--- src/rtl/demux1to2_buf_pkg.sv ---
// rtl/demux1to2_buf_pkg.sv - shared widths, depth and port-select type for the buffered 1:2 demux
package demux1to2_buf_pkg;

  localparam int DATA_W    = 16;
  localparam int BUF_DEPTH = 2;
  localparam int CNT_W     = 16;

  typedef enum logic {
    PORT2 = 1'b0,
    PORT1 = 1'b1
  } port_sel_e;

  // Ring-buffer pointer advance; callers cast back to their pointer width.
  function automatic int unsigned wrap_inc(input int unsigned ptr, input int unsigned depth);
    return (ptr == depth - 1) ? 0 : ptr + 1;
  endfunction

endpackage

--- src/rtl/fifo2.sv ---
// rtl/fifo2.sv - one DEPTH-entry output buffer with occupancy; head word shown combinationally
module fifo2
  import demux1to2_buf_pkg::*;
#(
  parameter int WIDTH = DATA_W,
  parameter int DEPTH = BUF_DEPTH
) (
  input  logic             clk,
  input  logic             rst,
  input  logic             push,
  input  logic [WIDTH-1:0] push_data,
  input  logic             pop,
  output logic             valid,
  output logic             full,
  output logic [WIDTH-1:0] head
);

  localparam int PTR_W = (DEPTH > 1) ? $clog2(DEPTH) : 1;
  localparam int OCC_W = $clog2(DEPTH + 1);

  logic [WIDTH-1:0] mem [DEPTH];
  logic [PTR_W-1:0] wr_ptr;
  logic [PTR_W-1:0] rd_ptr;
  logic [OCC_W-1:0] occ;
  logic             push_en;
  logic             pop_en;

  assign valid   = (occ != '0);
  assign full    = (occ == OCC_W'(DEPTH));
  assign head    = mem[rd_ptr];
  assign push_en = push && !full;
  assign pop_en  = pop && valid;

  always_ff @(posedge clk or posedge rst) begin
    if (rst) begin
      for (int i = 0; i < DEPTH; i++) begin
        mem[i] <= '0;
      end
      wr_ptr <= '0;
      rd_ptr <= '0;
      occ    <= '0;
    end else begin
      if (push_en) begin
        mem[wr_ptr] <= push_data;
        wr_ptr      <= PTR_W'(wrap_inc(32'(wr_ptr), DEPTH));
      end
      if (pop_en) begin
        rd_ptr <= PTR_W'(wrap_inc(32'(rd_ptr), DEPTH));
      end
      // Simultaneous push and pop leaves occupancy unchanged.
      case ({push_en, pop_en})
        2'b10:   occ <= occ + OCC_W'(1);
        2'b01:   occ <= occ - OCC_W'(1);
        default: occ <= occ;
      endcase
    end
  end

endmodule

--- src/rtl/demux1to2_buf.sv ---
// rtl/demux1to2_buf.sv - steers each accepted word into one of two buffered output ports and counts them
module demux1to2_buf
  import demux1to2_buf_pkg::*;
#(
  parameter int WIDTH = DATA_W,
  parameter int DEPTH = BUF_DEPTH
) (
  input  logic             clk,
  input  logic             rst,
  input  logic             in_valid,
  output logic             in_ready,
  input  logic [WIDTH-1:0] in_data,
  input  logic             switch,
  output logic             out1_valid,
  input  logic             out1_ready,
  output logic [WIDTH-1:0] out1_data,
  output logic             out2_valid,
  input  logic             out2_ready,
  output logic [WIDTH-1:0] out2_data,
  output logic [CNT_W-1:0] cnt1,
  output logic [CNT_W-1:0] cnt2
);

  port_sel_e sel;
  logic      full1;
  logic      full2;
  logic      accept;
  logic      push1;
  logic      push2;

  assign sel = port_sel_e'(switch);

  // Readiness depends only on registered occupancy, so a full port stays
  // blocked even in a cycle where its consumer pops.
  assign in_ready = (sel == PORT1) ? !full1 : !full2;
  assign accept   = in_valid && in_ready;
  assign push1    = accept && (sel == PORT1);
  assign push2    = accept && (sel == PORT2);

  fifo2 #(.WIDTH(WIDTH), .DEPTH(DEPTH)) u_fifo_port1 (
    .clk       (clk),
    .rst       (rst),
    .push      (push1),
    .push_data (in_data),
    .pop       (out1_ready),
    .valid     (out1_valid),
    .full      (full1),
    .head      (out1_data)
  );

  fifo2 #(.WIDTH(WIDTH), .DEPTH(DEPTH)) u_fifo_port2 (
    .clk       (clk),
    .rst       (rst),
    .push      (push2),
    .push_data (in_data),
    .pop       (out2_ready),
    .valid     (out2_valid),
    .full      (full2),
    .head      (out2_data)
  );

  always_ff @(posedge clk or posedge rst) begin
    if (rst) begin
      cnt1 <= '0;
      cnt2 <= '0;
    end else begin
      if (push1) cnt1 <= cnt1 + CNT_W'(1);
      if (push2) cnt2 <= cnt2 + CNT_W'(1);
    end
  end

endmodule

--- config.mk ---
export PLATFORM = sky130hd
export DESIGN_NAME = demux1to2_buf
export DESIGN_NICKNAME = d
export VERILOG_FILES = /design/src/rtl/demux1to2_buf_pkg.sv /design/src/rtl/fifo2.sv /design/src/rtl/demux1to2_buf.sv
export SDC_FILE = /design/constraint.sdc
export NUM_CORES = 1
export LEC_CHECK = 0
export ABC_AREA = 1
export BUFFER_PORTS_ARGS = -buffer_cell sky130_fd_sc_hd__buf_2
export CAP_MARGIN = 20
export CELL_PAD_IN_SITES_DETAIL_PLACEMENT = 1
export CELL_PAD_IN_SITES_GLOBAL_PLACEMENT = 1
export CORE_MARGIN = 1.5
export CORE_UTILIZATION = 42
export CTS_CLUSTER_SIZE = 10
export DETAILED_ROUTE_END_ITERATION = 10
export HOLD_SLACK_MARGIN = 0.05
export PLACE_DENSITY_LB_ADDON = 0.1
export SYNTH_ARGS = -nofsm -noshare
export SYNTH_HDL_FRONTEND = slang
export SYNTH_SLANG_ARGS = --single-unit
export TNS_END_PERCENT = 1
--- constraint.sdc ---
create_clock -name clk -period 4.4 [get_ports clk]
set_clock_uncertainty 0.2 [all_clocks]
set_input_delay 0.66 -clock clk [delete_from_list [all_inputs] [get_ports clk]]
set_output_delay 0.66 -clock clk [all_outputs]
set_load 0.02 [all_outputs]
==> out/metrics.cfg <==
[outcome]
status = complete, but fails checks
violations = design-rule violations

[placed_design]
placed_cell_area_sq_mm = 0.00546
hpwl_mm = 8.92
gp_congestion = 0.785
io_buffers = 88

[hold_path]
hp-class = input pin to asynchronous set/reset pin

[sta]
setup_viol_count_final = 0
post-route-min-period_ps = 3000
fin_crit_sh_pct = 68.2
rsz0062_at_grt = false
fmax_mhz = 333
drv_slew = 0
relSlewSlack_pct = 59.9
hold_viol_final = 0
worst_slew_pin_slew_ps = 599
finalSetupTns_ps = 0

[layout]
layout-drive-gt1-share_pct = 24.0
synthToLayoutAreaGrowth_pct = 16.6
finalInstanceArea_sq_mm = 0.00583
fin_nets = 688
n_antenna_cell = 0

[yosys]
synth_area_sq_mm = 0.00500
synth.most_common_cell = nand2_1
synth_edf_count = 0
syn_inst = 580
yosys.area.top_type = dfrtp_1
synthDistinctLibCells = 27
yosys-top-cells-area = dfrtp_1 52%, nand2_1 18%, o21ai_2 5.6%
yosysSeqAreaShare_pct = 52.0
synth_top_area_share_pct = 52.0
ys_warn_count = 0
synthArstFlopShare_pct = 100
synth_seq_cells = 104
ys_top_cells_by_count = 235 x nand2_1, 104 x dfrtp_1, 45 x inv_1
avgSynthCellArea_sq_um = 8.63
syn_nets = 606
synth_flop_cell = dfrtp_1

[setup_path]
r2r-end = u_fifo_port1.mem[28]
worstPathCellList = clkinv_1 -> nand2_1 -> nand2_1 -> buf_2
crit_top_cell = nand2_1
worstReg2RegStart = u_fifo_port1.occ[0]
critPathArrivalTime_ps = 2140
cp_slowest_stage_delay_ps = 720
start_kind = register
rrSetupSlack_ps = 2340
slowest_stage = dfrtp_1
crit_fanout = 17
crit_path_end_kind = primary output
r2r_cells = 7
cp.required_ps = 3540
critPathKind = register to primary output

[clocking]
ctsHoldBuffers = 0
cts_setup_buffers = 0
ctsResizeCount = 0
cts_max_level = 3
cts.clk_slew.worst_paths_ps = 70
cts_tree = done
cts_buffers = 9
cts.sinks = 104
cts_buffer_depth = 2
cts_root_buffer = clkbuf_16
insertion_delay_ps = 350

[detailed_routing]
via_count = 4016
drtAntennaViolNets = 0
routed_via_density = 4.96
drc = 6
first_pass_iters = 7
post_drt_wl_per_cell_um = 15.4
dr.first_iter.drc_count = 161
wl_mm = 12.5

[global_route]
grt_usage_pct = 21.2
grt_pass1_wl_mm = 21.0
antenna_found_initial = 1
grt_pass1_vias = 4165
grt_start_max_net_pins = 45
grt_overflow = 0

[power]
p_sw_share_pct = 40.7
p_leak_nw = 3.13
seq_power_share_pct = 39.6
power_density_mw_per_mm2 = 703
clkPwrFrac_pct = 22.5
comb_power_share_pct = 38.0
switchingPower_w = 0.00167
internal_power_w = 0.00243
ir_drop_v = 0.000283

[floorplan]
core_sq_mm = 0.0115
die_h_um = 112
dieArea_sq_mm = 0.0126
ios = 89
fp.dieW_um = 112
row_count = 39
initial_core_util_pct = 43.4

[run]
drv_cap = 0

## layout make-up
class / instances / area (sq um)
repair buffers: 93 / 498
well taps: 143 / 179
inverters: 51 / 204
clock inverters: 5 / 105
multi-input cells: 403 / 2010
fillers: 1410 / 5680
flip-flops and latches: 104 / 2600
clock buffers: 10 / 239
## per-layer routing
layer | up-vias | share of wire [%] | global-route usage, %
li1 | 1968 | - | -
met1 | 1949 | 45 | 27.0
met2 | 77 | 49 | 35.8
met3 | 20 | 4.2 | 4.97
met4 | 2 | 1.8 | 7.17
met5 | - | 0.10 | 0
## placed cells by master, fill, tap and decap left out, types with 9 or more instances in the layout
cell type	count
nand4_1	9
xor2_1	18
inv_1	44
o21ai_1	32
clkbuf_16	9
nand3_1	14
buf_2	88
nor2_1	23
dfrtp_1	104
o21ai_2	32
nand2_1	235
## power groups by stage
stage	Combinational [W]	Clock, W	Sequential [W]
global route	0.00174	0.000979	0.00167
global placement	0.00151	0	0.00162
detailed placement	0.00157	0	0.00164
finish	0.00156	0.000922	0.00162
floorplan	0.00115	0	0.00157
CTS	0.00157	0.000944	0.00163
## worst max-delay path: cells and delay by family (launching register included)
kind / cells / cell delay, ps
flip-flops: 1 / 720
AND/OR/NAND/NOR: 2 / 310
buffers and inverters: 2 / 770
## metrics by stage
stage	hold WS, ps	worst slack [ps]	util [%]	instances	power (W)
floorplan	255	808	-	580	0.00273
global placement	265	1730	47.4	793	0.00313
detailed placement	269	1700	47.4	793	0.00320
CTS	86.8	1340	50.4	808	0.00414
global route	101	1180	50.7	809	0.00439
finish	79.6	1400	50.7	809	0.00410
## state kept, by name, indices dropped and copies added (netlist names)
register and flops:
u_fifo_port2.mem 32, u_fifo_port1.mem 32, cnt1 16, u_fifo_port2.occ 2
u_fifo_port1.wr_ptr 1, cnt2 16, u_fifo_port2.rd_ptr 1, u_fifo_port1.rd_ptr 1
u_fifo_port1.occ 2, u_fifo_port2.wr_ptr 1
## how the worst max path moves through the flow
| stage | start | slack, ps | to | cells after the start |
|---|---|---|---|---|
| detailed placement | switch | 1700 | u_fifo_port1.mem[28] | 5 |
| floorplan | rst | 810 | cnt1[0] | 1 |
| finish | u_fifo_port2.rd_ptr | 1400 | out2_data[1] | 4 |
| global placement | switch | 1730 | u_fifo_port1.mem[25] | 5 |
| global route | u_fifo_port2.rd_ptr | 1180 | out2_data[1] | 4 |
| CTS | u_fifo_port2.rd_ptr | 1340 | out2_data[1] | 4 |
## kinds of logic after synthesis
family / after synthesis / share of synthesized area (%)
compound gates: 69 / 9.30
xor+xnor: 26 / 4.55
fa+ha+maj: 4 / 1.00
buf+inv: 73 / 7.88
flops: 104 / 52.0
simple gates: 304 / 25.3
Power figures use the tool's default switching activity.
